### config.mk
export PLATFORM = sky130hd
export DESIGN_NAME = snn_input_loader_flat
export DESIGN_NICKNAME = d
export VERILOG_FILES = /design/src/rtl/snn_input_loader_pkg.sv /design/src/rtl/snn_input_loader_if.sv /design/src/rtl/snn_input_loader_uart_rx.sv /design/src/rtl/snn_input_loader.sv /design/src/flat_wrapper.sv
export SDC_FILE = /design/constraint.sdc
export NUM_CORES = 1
export LEC_CHECK = 0
export CORE_ASPECT_RATIO = 1.4
export CORE_MARGIN = 1
export CORE_UTILIZATION = 63
export DETAILED_ROUTE_END_ITERATION = 12
export GPL_TIMING_DRIVEN = 0
export PLACE_DENSITY_LB_ADDON = 0.15
export SETUP_SLACK_MARGIN = 0.4
export SYNTH_ARGS = -nofsm -noshare
export SYNTH_HDL_FRONTEND = slang
export SYNTH_SLANG_ARGS = --single-unit
### constraint.sdc
create_clock -name clk -period 3.65 [get_ports clk]
set_input_delay 0.73 -clock clk [delete_from_list [all_inputs] [get_ports clk]]
set_output_delay 0.73 -clock clk [all_outputs]
set_load 0.01 [all_outputs]
### src/rtl/snn_input_loader_pkg.sv
// Shared types and constants for the SNN input loader and the blocks that talk to it.
package snn_pkg;

  typedef enum logic [1:0] {IDLE, LOAD, KICK, RUN} loader_state_t;

  localparam int NUM_PIXELS = 784;
  localparam int PIX_ADDR_W = 10;

endpackage

### src/rtl/snn_input_loader_if.sv
// Core-facing bus of the input loader: pixel read port plus start/done handshake.
// The timeout_err line only exists when SNN_LOADER_TIMEOUT_EN is defined.
interface snn_input_loader_if;
  import snn_pkg::*;

  logic [PIX_ADDR_W-1:0] addr_input_unit;
  logic                  q_input;
  logic                  start;
  logic                  done;
  logic                  busy;
  logic                  overrun;
`ifdef SNN_LOADER_TIMEOUT_EN
  logic                  timeout_err;
`endif

  // master is the classifier core, slave is the loader
  modport master (
`ifdef SNN_LOADER_TIMEOUT_EN
    input  timeout_err,
`endif
    output addr_input_unit, done,
    input  q_input, start, busy, overrun
  );

  modport slave (
`ifdef SNN_LOADER_TIMEOUT_EN
    output timeout_err,
`endif
    input  addr_input_unit, done,
    output q_input, start, busy, overrun
  );

endinterface

### src/rtl/snn_input_loader_uart_rx.sv
// Generic 8N1 UART receiver: 2-flop synchronizer, mid-bit sampling, LSB first.
// rx_rdy pulses for one cycle with rx_data valid; framing errors are dropped silently.
module uart_rx #(
  parameter int CLKS_PER_BIT = 2604
) (
  input  logic       clk,
  input  logic       rst_n,
  input  logic       rx,
  output logic [7:0] rx_data,
  output logic       rx_rdy
);

  localparam int CNT_W = $clog2(CLKS_PER_BIT);
  localparam logic [CNT_W-1:0] HALF_M1 = CNT_W'(CLKS_PER_BIT / 2 - 1);
  localparam logic [CNT_W-1:0] FULL_M1 = CNT_W'(CLKS_PER_BIT - 1);

  localparam logic [1:0] S_IDLE  = 2'd0;
  localparam logic [1:0] S_START = 2'd1;
  localparam logic [1:0] S_DATA  = 2'd2;
  localparam logic [1:0] S_STOP  = 2'd3;

  logic             rxMeta_q, rxSync_q, rxPrev_q;
  logic [1:0]       state_q, state_d;
  logic [CNT_W-1:0] baudCnt_q, baudCnt_d;
  logic [2:0]       bitIdx_q, bitIdx_d;
  logic [7:0]       shift_q, shift_d;
  logic             rdy_q, rdy_d;

  always_comb begin
    state_d   = state_q;
    baudCnt_d = baudCnt_q + 1'b1;
    bitIdx_d  = bitIdx_q;
    shift_d   = shift_q;
    rdy_d     = 1'b0;
    case (state_q)
      S_IDLE: begin
        baudCnt_d = '0;
        if (rxPrev_q && !rxSync_q) state_d = S_START;
      end
      S_START: begin
        // a start bit that is high again at mid-bit was only a glitch
        if (baudCnt_q == HALF_M1) begin
          baudCnt_d = '0;
          bitIdx_d  = 3'd0;
          state_d   = rxSync_q ? S_IDLE : S_DATA;
        end
      end
      S_DATA: begin
        if (baudCnt_q == FULL_M1) begin
          baudCnt_d = '0;
          shift_d   = {rxSync_q, shift_q[7:1]};
          bitIdx_d  = bitIdx_q + 3'd1;
          if (bitIdx_q == 3'd7) state_d = S_STOP;
        end
      end
      default: begin
        if (baudCnt_q == FULL_M1) begin
          baudCnt_d = '0;
          rdy_d     = rxSync_q;
          state_d   = S_IDLE;
        end
      end
    endcase
  end

  always_ff @(posedge clk or negedge rst_n) begin
    if (!rst_n) begin
      rxMeta_q  <= 1'b1;
      rxSync_q  <= 1'b1;
      rxPrev_q  <= 1'b1;
      state_q   <= S_IDLE;
      baudCnt_q <= '0;
      bitIdx_q  <= 3'd0;
      shift_q   <= 8'h00;
      rdy_q     <= 1'b0;
    end else begin
      rxMeta_q  <= rx;
      rxSync_q  <= rxMeta_q;
      rxPrev_q  <= rxSync_q;
      state_q   <= state_d;
      baudCnt_q <= baudCnt_d;
      bitIdx_q  <= bitIdx_d;
      shift_q   <= shift_d;
      rdy_q     <= rdy_d;
    end
  end

  assign rx_data = shift_q;
  assign rx_rdy  = rdy_q;

endmodule

### src/rtl/snn_input_loader.sv
// Loads a packed 28x28 binary image from UART into pixel memory and hands it to the SNN core.
// Define SNN_LOADER_TIMEOUT_EN to abandon frames that stall for TIMEOUT_CLKS and pulse timeout_err.
module snn_input_loader
  import snn_pkg::*;
#(
  parameter int CLKS_PER_BIT = 2604,
  parameter int NUM_BYTES    = 98,
  parameter int TIMEOUT_CLKS = 2000000
) (
  input  logic               clk,
  input  logic               rst_n,
  input  logic               rx,
  snn_input_loader_if.slave  bus
);

  localparam int WORD_W = PIX_ADDR_W - 3;
  localparam logic [WORD_W-1:0]     LAST_WORD = WORD_W'(NUM_BYTES - 1);
  localparam logic [PIX_ADDR_W-1:0] PIX_LIMIT = PIX_ADDR_W'(8 * NUM_BYTES);

  logic [7:0]        rxData;
  logic              rxRdy;
  loader_state_t     state_q, state_d;
  logic [WORD_W-1:0] wordCnt_q, wordCnt_d;
  logic              overrun_q, overrun_d;
  logic              qInput_q;
  logic              memWe;
  logic [WORD_W-1:0] memWAddr;
  logic [WORD_W-1:0] rdWord;
  logic              rdValid;
  logic [7:0]        mem [NUM_BYTES];
`ifdef SNN_LOADER_TIMEOUT_EN
  logic [20:0]       idleCnt_q, idleCnt_d;
  logic              timeoutErr_q, timeoutErr_d;
`endif

  uart_rx #(.CLKS_PER_BIT(CLKS_PER_BIT)) u_rx (
    .clk     (clk),
    .rst_n   (rst_n),
    .rx      (rx),
    .rx_data (rxData),
    .rx_rdy  (rxRdy)
  );

  always_comb begin
    state_d   = state_q;
    wordCnt_d = wordCnt_q;
    overrun_d = overrun_q;
    memWe     = 1'b0;
    memWAddr  = wordCnt_q;
`ifdef SNN_LOADER_TIMEOUT_EN
    idleCnt_d    = '0;
    timeoutErr_d = 1'b0;
`endif
    case (state_q)
      IDLE: begin
        if (rxRdy) begin
          memWe     = 1'b1;
          memWAddr  = '0;
          wordCnt_d = WORD_W'(1);
          state_d   = LOAD;
        end
      end
      LOAD: begin
        if (rxRdy) begin
          memWe = 1'b1;
          if (wordCnt_q == LAST_WORD) begin
            wordCnt_d = '0;
            state_d   = KICK;
          end else begin
            wordCnt_d = wordCnt_q + 1'b1;
          end
        end
`ifdef SNN_LOADER_TIMEOUT_EN
        else if (idleCnt_q == 21'(TIMEOUT_CLKS)) begin
          wordCnt_d    = '0;
          timeoutErr_d = 1'b1;
          state_d      = IDLE;
        end else begin
          idleCnt_d = idleCnt_q + 21'd1;
        end
`endif
      end
      KICK: begin
        overrun_d = 1'b0;
        state_d   = RUN;
      end
      RUN: begin
        // memory is owned by the core here, so late bytes are only flagged
        if (rxRdy) overrun_d = 1'b1;
        if (bus.done) state_d = IDLE;
      end
      default: state_d = IDLE;
    endcase
  end

  always_ff @(posedge clk or negedge rst_n) begin
    if (!rst_n) begin
      state_q   <= IDLE;
      wordCnt_q <= '0;
      overrun_q <= 1'b0;
`ifdef SNN_LOADER_TIMEOUT_EN
      idleCnt_q    <= '0;
      timeoutErr_q <= 1'b0;
`endif
    end else begin
      state_q   <= state_d;
      wordCnt_q <= wordCnt_d;
      overrun_q <= overrun_d;
`ifdef SNN_LOADER_TIMEOUT_EN
      idleCnt_q    <= idleCnt_d;
      timeoutErr_q <= timeoutErr_d;
`endif
    end
  end

  always_ff @(posedge clk) begin
    if (memWe) mem[memWAddr] <= rxData;
  end

  // out-of-range addresses are steered to word 0 and masked to zero
  assign rdValid = (bus.addr_input_unit < PIX_LIMIT);
  assign rdWord  = rdValid ? bus.addr_input_unit[PIX_ADDR_W-1:3] : '0;

  always_ff @(posedge clk or negedge rst_n) begin
    if (!rst_n) qInput_q <= 1'b0;
    else        qInput_q <= rdValid & mem[rdWord][bus.addr_input_unit[2:0]];
  end

  assign bus.q_input = qInput_q;
  assign bus.start   = (state_q == KICK);
  assign bus.busy    = (state_q != IDLE);
  assign bus.overrun = overrun_q;
`ifdef SNN_LOADER_TIMEOUT_EN
  assign bus.timeout_err = timeoutErr_q;
`endif

endmodule
### src/flat_wrapper.sv
// flat-port wrapper written by rule: the top's interface ports become plain ports
module snn_input_loader_flat import snn_pkg::*;
#(
  parameter int CLKS_PER_BIT = 2604,
  parameter int NUM_BYTES    = 98,
  parameter int TIMEOUT_CLKS = 2000000
)
  (clk, rst_n, rx, bus_addr_input_unit, bus_done, bus_q_input, bus_start, bus_busy, bus_overrun);
  snn_input_loader_if bus_i ();
  input  logic clk;
  input  logic rst_n;
  input  logic rx;
  input wire logic [$bits(bus_i.addr_input_unit)-1:0] bus_addr_input_unit;
  input wire logic [$bits(bus_i.done)-1:0] bus_done;
  output wire logic [$bits(bus_i.q_input)-1:0] bus_q_input;
  output wire logic [$bits(bus_i.start)-1:0] bus_start;
  output wire logic [$bits(bus_i.busy)-1:0] bus_busy;
  output wire logic [$bits(bus_i.overrun)-1:0] bus_overrun;
  assign bus_i.addr_input_unit = bus_addr_input_unit;
  assign bus_i.done = bus_done;
  assign bus_q_input = bus_i.q_input;
  assign bus_start = bus_i.start;
  assign bus_busy = bus_i.busy;
  assign bus_overrun = bus_i.overrun;
  snn_input_loader #(.CLKS_PER_BIT(CLKS_PER_BIT), .NUM_BYTES(NUM_BYTES), .TIMEOUT_CLKS(TIMEOUT_CLKS)) u_core (.clk(clk), .rst_n(rst_n), .rx(rx), .bus(bus_i));
endmodule
==> impl_metrics.env, run 1 <==
export IMPL_fin_skew_ps=22.8
export IMPL_drc_errors=0
export IMPL_synth_area_leaders="edfxtp_1 (70%), mux2i_1 (3.3%), dfrtp_1 (2.7%), mux2_2 (2.7%), mux4_2 (2.3%)"
export IMPL_clock_latency_ps=660
export IMPL_vias=23702
export IMPL_drtPass1Iterations=6
export IMPL_yosysWarnings=0
export IMPL_die_h_um=276
export IMPL_async_flop_share_pct=4.85
export IMPL_syn_cell_area_um2=33700
export IMPL_routed_wl_um=134000
export IMPL_power_frac_comb_pct=7.9
export IMPL_vias_per_cell=7.66
export IMPL_rrSetupSlack_ps=20
export IMPL_synth_top_area_cell="edfxtp_1"
export IMPL_drive_above_1_share_pct=20.4
export IMPL_r2r_start="u_core.state_q[0]$_DFFE_PN0P_"
export IMPL_htree_num_levels=3
export IMPL_p_int_uw=15000
export IMPL_ys_ff_latch=824
export IMPL_place_congestion=1.05
export IMPL_switching_power_uw=4700
export IMPL_grtUsageTotal_pct=50.1
export IMPL_power_frac_clock_pct=40.0
export IMPL_swShare_pct=23.9
export IMPL_clock_root_buffer="clkbuf_16"
export IMPL_worstPathArrival_ps=4150
export IMPL_nets=2353
export IMPL_timing_rr_end="u_core.mem[19][2]$_DFFE_PP_"
export IMPL_startpoint_type="primary input"
export IMPL_pwr_density_cell_nw_per_um2=515
export IMPL_overflow=0
export IMPL_wl_per_cell_um=43.2
export IMPL_cts_tree="done"
export IMPL_fin_util_pct=73.1
export IMPL_rr_worst_depth=8
export IMPL_slowest_delay_ps=720
export IMPL_row_count=99
export IMPL_grt_pass1_vias=22737
export IMPL_synth_edff_count=784
export IMPL_setup_worst_path_start="bus_addr_input_unit[3]"
export IMPL_grt_max_degree=71
export IMPL_ys_flop_type="edfxtp_1"
export IMPL_fin_ws_ps=9.99
export IMPL_ant_nets=0
export IMPL_core_area_um2=52400
export IMPL_fmax_mhz=275
export IMPL_end_kind="register"
export IMPL_synthesis_nets=2237
export IMPL_initial_utilization_pct=64.3
export IMPL_cp_max_fo=10
export IMPL_clk_path_buf_depth=3
export IMPL_drt_initial_drc_count=4399
export IMPL_die_w_um=197
export IMPL_finalPower_uw=19700
export IMPL_ioPinCount=18
export IMPL_synth_cells=2213
export IMPL_synth_most_common_cell="edfxtp_1"
export IMPL_crit_type="in2reg"
export IMPL_cts_inserted_buffers=75
export IMPL_setup_violations=0
export IMPL_yosysUniqueCellTypes=77
export IMPL_dieArea_um2=54400
export IMPL_path_clk_slew_ps=60
export IMPL_hp_class="in2async"
export IMPL_synth_commonest_cells="edfxtp_1 (784), nand2_1 (187), nor2_1 (154)"
export IMPL_critPathSlowestCell="clkbuf_1"
export IMPL_synth_seq_area_share_pct=72.9
export IMPL_hold_viol=0
export IMPL_violations="capacitance limit, slew limit"
export IMPL_cts_sinks=824
export IMPL_p_seq_share_pct=52.1
export IMPL_maxCapViolCount=1
export IMPL_dp_slack_ps=-2380
export IMPL_cts_hold_buf=0
export IMPL_rsz0062_at_grt="yes"
export IMPL_slew_limit_headroom_pct=-8.30
export IMPL_slew_violations=11
export IMPL_antenna_found_initial=6
export IMPL_crit_chain="clkbuf_1 > inv_1 > clkbuf_1 > o21a_1 > o21ai_0 > a21oi_1 > o2111ai_1 > o211ai_1 > o211ai_1 > a311o_1 > a32oi_2"
export IMPL_dpl_hpwl_um=84800
export IMPL_power_leakage_uw=0.0110
export IMPL_worstMarginPinSlew_ps=1620
export IMPL_fin_crit_sh_pct=99.7
export IMPL_grt_first_pass_wirelength_um=179000
export IMPL_peakVddDrop_mv=0.493
export IMPL_cp_required_ps=4160
export IMPL_syn2layout_area_growth_pct=13.7
export IMPL_syn_area_per_cell_um2=15.2
export IMPL_endpoint="u_core.bus.q_input$_DFF_PN0_"
export IMPL_portBuffers=13
export IMPL_min_period_ps=3640
export IMPL_outcome="finished, violations left"
export IMPL_synth_top_area_share_pct=69.9
[layout by cell type, fill, tap and decap left out, types with 29 or more instances in the layout]
master	Yosys	routed
clkbuf_16	0	78
dfrtp_1	37	29
mux2i_1	112	110
mux2_2	82	82
clkbuf_1	63	40
a31oi_1	33	30
edfxtp_1	784	784
nand2_1	187	186
a21oi_1	150	149
nor2_1	154	93
nor2_2	0	52
nand3_1	47	47
buf_4	20	50
o21ai_0	99	98
mux4_2	35	35
a211oi_1	35	33
[power groups by stage]
| stage | combinational [uW] | clock (uW) | sequential, uW |
|---|---|---|---|
| 2_1_floorplan | 668 | 0 | 10500 |
| 3_3_place_gp | 1300 | 0 | 10500 |
| 3_5_place_dp | 1320 | 0 | 10500 |
| 4_1_cts | 1440 | 7790 | 10300 |
| 5_1_grt | 1520 | 8110 | 10300 |
| 6_report | 1560 | 7890 | 10300 |
[worst min-delay path by stage]
stage                                               from                              to  slack [ps]  cells past startpoint
final                                              rst_n    u_core.bus.q_input$_DFF_PN0_         200                      1
after global routing                               rst_n    u_core.bus.q_input$_DFF_PN0_         300                      1
after CTS                                          rst_n    u_core.bus.q_input$_DFF_PN0_         230                      1
after detailed placement  u_core.u_rx.rxMeta_q$_DFF_PN1_  u_core.u_rx.rxSync_q$_DFF_PN1_         350                      0
after global placement    u_core.u_rx.rxMeta_q$_DFF_PN1_  u_core.u_rx.rxSync_q$_DFF_PN1_         350                      0
after floorplan           u_core.u_rx.rxMeta_q$_DFF_PN1_  u_core.u_rx.rxSync_q$_DFF_PN1_         350                      0
[state kept, by name (all words and copies together) (netlist names), 2 cells and up]
register and count:
u_core.mem 784, u_core.wordCnt_q 7, u_core.u_rx.rx_data 8, u_core.state_q 2
u_core.u_rx.baudCnt_q 12, u_core.u_rx.state_q 2, u_core.u_rx.bitIdx_q 3
[kinds of logic (layout without fill, tap and decap cells)]
group	Yosys count	count (layout)	share of synthesized area (%)
other	0	1	0
adders and majority gates	10	10	0.372
DFF	824	824	72.9
AOI/OAI and AO/OA	496	496	9.55
xor gates and xnor gates	10	10	0.260
muxes	229	229	8.41
buffers and inverters	158	332	2.21
and+or+nand+nor	486	486	6.30
[layout make-up]
| class | count | area [um2] |
|---|---|---|
| multi-input combinational | 1231 | 8810 |
| sequential | 824 | 24600 |
| buffer | 142 | 1100 |
| tap | 707 | 885 |
| antenna | 1 | 2.50 |
| inverter | 15 | 56.3 |
| clock inverter | 37 | 355 |
| fill | 3231 | 14100 |
| clock buffer | 98 | 2030 |
| timing repair buffer | 40 | 475 |
[stage by stage]
stage	instances	hold slack (ps)	TNS (ps)	area, um2
final	3095	200	0	38300
after global routing	3094	296	0	38300
after CTS	3093	228	0	38100
after detailed placement	2941	347	-2380	34900
after global placement	2933	347	-2360	34700
after floorplan	2213	345	0	33700
[layer usage]
metal / wire length (um) / part of all wire (%) / vias up / track usage, %
li1: - / - / 8881 / -
met1: 42100 / 32 / 11549 / 60.3
met2: 57000 / 43 / 2558 / 73.1
met3: 20400 / 15 / 712 / 18.1
met4: 14100 / 11 / 2 / 40.8
met5: 8 / 0.0060 / - / 0
[critical path, delay by kind of cell]
| kind | cells | cell delay, ps |
|---|---|---|
| buffers and inverters | 3 | 1510 |
| AO/OA/AOI/OAI | 8 | 1910 |
[timing repair]
item                                    in CTS  in global routing
endpoints found under the setup margin     105                625
buffers inserted                            18                  0
gates resized for setup                    259                 73
pin swaps                                   20                  0
cloned                                       0                  0
Note: power is estimated with default switching activity, not from simulation.
==> run 2, diff against run 1 <==
RECOVER_POWER = 50   (was unset)
==> impl_metrics.env, run 2 (synthesis results as in run 1) <==
export IMPL_regMostFlops="u_core.mem"
export IMPL_vias=23565
export IMPL_slew_limit_headroom_pct=-42.1
export IMPL_setup_worst_path_start="bus_addr_input_unit[3]"
export IMPL_crit_type="in2reg"
export IMPL_dpl_hpwl_um=84800
export IMPL_slew_violations=572
export IMPL_cts_inserted_buffers=75
export IMPL_htree_num_levels=3
export IMPL_grt_first_pass_wirelength_um=179000
export IMPL_core_area_um2=52400
export IMPL_hp_start="u_core.u_rx.rxMeta_q$_DFF_PN1_"
export IMPL_min_period_ps=3640
export IMPL_path_delay_family="compound AO/OA/AOI/OAI gates"
export IMPL_largest_register_ffs=784
export IMPL_critPathBufInv=3
export IMPL_nets=2353
export IMPL_initial_utilization_pct=64.3
export IMPL_ant_nets=0
export IMPL_drt_initial_drc_count=4603
export IMPL_rrSetupSlack_ps=6
export IMPL_die_w_um=197
export IMPL_timing_rr_end="u_core.mem[19][7]$_DFFE_PP_"
export IMPL_fin_skew_ps=19.3
export IMPL_grtUsageTotal_pct=50.1
export IMPL_crit_chain="clkbuf_1 > inv_1 > clkbuf_1 > o21a_1 > o21ai_0 > a21oi_1 > o2111ai_1 > o211ai_1 > o211ai_1 > a311o_1 > a32oi_2"
export IMPL_hold_end="u_core.u_rx.rxSync_q$_DFF_PN1_"
export IMPL_grt_max_degree=71
export IMPL_end_kind="register"
export IMPL_overflow=0
export IMPL_cts_tree="done"
export IMPL_grt_pass1_vias=22737
export IMPL_cp_required_ps=4160
export IMPL_path_clk_slew_ps=60
export IMPL_place_congestion=1.05
export IMPL_fmax_mhz=274
export IMPL_fin_ws_ps=6.08
export IMPL_drc_errors=0
export IMPL_drive_above_1_share_pct=19.9
export IMPL_rsz0062_at_grt="yes"
export IMPL_fin_crit_sh_pct=99.8
export IMPL_cts_sinks=824
export IMPL_violations="capacitance limit, slew limit"
export IMPL_syn2layout_area_growth_pct=13.1
export IMPL_dieArea_um2=54400
export IMPL_cp_num_cells=11
export IMPL_slowest_delay_ps=710
export IMPL_r2r_start="u_core.state_q[0]$_DFFE_PN0P_"
export IMPL_clock_root_buffer="clkbuf_16"
export IMPL_vias_per_cell=7.61
export IMPL_portBuffers=13
export IMPL_routed_wl_um=134000
export IMPL_drtPass1Iterations=6
export IMPL_fin_setup_tns_ps=0
export IMPL_wl_per_cell_um=43.1
export IMPL_die_h_um=276
export IMPL_hold_depth=0
export IMPL_clock_latency_ps=660
export IMPL_final_cell_mix="edfxtp_1 (784), nand2_1 (186), a21oi_1 (149), mux2i_1 (110), o21ai_0 (98)"
export IMPL_startpoint_type="primary input"
export IMPL_cp_max_fo=10
export IMPL_outcome="finished, violations left"
export IMPL_worstMarginPinSlew_ps=2130
export IMPL_dp_slack_ps=-2380
export IMPL_maxCapViolCount=12
export IMPL_hp_class="reg2reg"
export IMPL_setup_violations=0
export IMPL_critPathSlowestCell="clkbuf_1"
export IMPL_power_leakage_uw=0.0110
export IMPL_ioPinCount=18
export IMPL_row_count=99
export IMPL_worstPathArrival_ps=4160
export IMPL_final_common_cell="edfxtp_1"
export IMPL_hold_viol=0
export IMPL_rr_worst_depth=8
export IMPL_antenna_found_initial=6
export IMPL_peakVddDrop_mv=0.486
export IMPL_clk_path_buf_depth=3
export IMPL_pwr_density_cell_nw_per_um2=517
run 2: what timing repair did:
item                                    4_1_cts  5_1_grt
endpoints found under the setup margin      105      625
endpoints found under the hold margin         0        0
buffers inserted                             18        0
pin swaps                                    20        0
resized for setup                           259       73
hold buffers                                  0        0
run 2: worst max-delay path by stage:
stage,slack (ps),endpoint
global placement,-2360,u_core.bus.q_input$_DFF_PN0_
detailed placement,-2380,u_core.bus.q_input$_DFF_PN0_
global route,40,u_core.mem[75][4]$_DFFE_PP_
CTS,270,u_core.bus.q_input$_DFF_PN0_
finish,6,u_core.bus.q_input$_DFF_PN0_
floorplan,730,u_core.bus.q_input$_DFF_PN0_
run 2: layer usage:
layer	GRT usage [%]	part of all wire, %
met5	0	0.0060
met2	73.1	42
met1	60.3	31
met4	40.8	11
met3	18.1	15
run 2: final cells by class:
cell class / count / area (um2)
multi-input cells: 1231 / 8810
clock buffers: 98 / 2030
repair buffers: 40 / 324
inverters: 15 / 56.3
plain buffers: 142 / 1100
flip-flops and latches: 824 / 24500
well taps: 707 / 885
fillers: 3257 / 14300
diodes: 2 / 5.00
clock inverters: 37 / 355
run 2: worst register-to-register path, stage by stage (launching register included):
cell and delay (ps):
dfrtp_1 410, inv_1 110, ha_1 260, and2_0 150, clkbuf_1 260, nor3_1 140
nand2_1 110, clkbuf_1 1180, nor2_1 620
run 2: where the power goes:
| part | switching [uW] | internal [uW] |
|---|---|---|
| Sequential | 43.5 | 10200 |
| Combinational | 1130 | 427 |
| Clock | 3520 | 4360 |
| Total | 4700 | 15000 |
run 2: per-stage QoR:
step | power, uW | cells | hold WS (ps) | utilization (%) | cell area, um2
5_1_grt | 19900 | 3094 | 363 | 72.7 | 38100
3_5_place_dp | 11800 | 2941 | 347 | 66.6 | 34900
2_1_floorplan | 11100 | 2213 | 345 | - | 33700
4_1_cts | 19500 | 3093 | 228 | 72.7 | 38100
6_report | 19700 | 3096 | 361 | 72.7 | 38100
3_3_place_gp | 11800 | 2933 | 347 | 66.2 | 34700
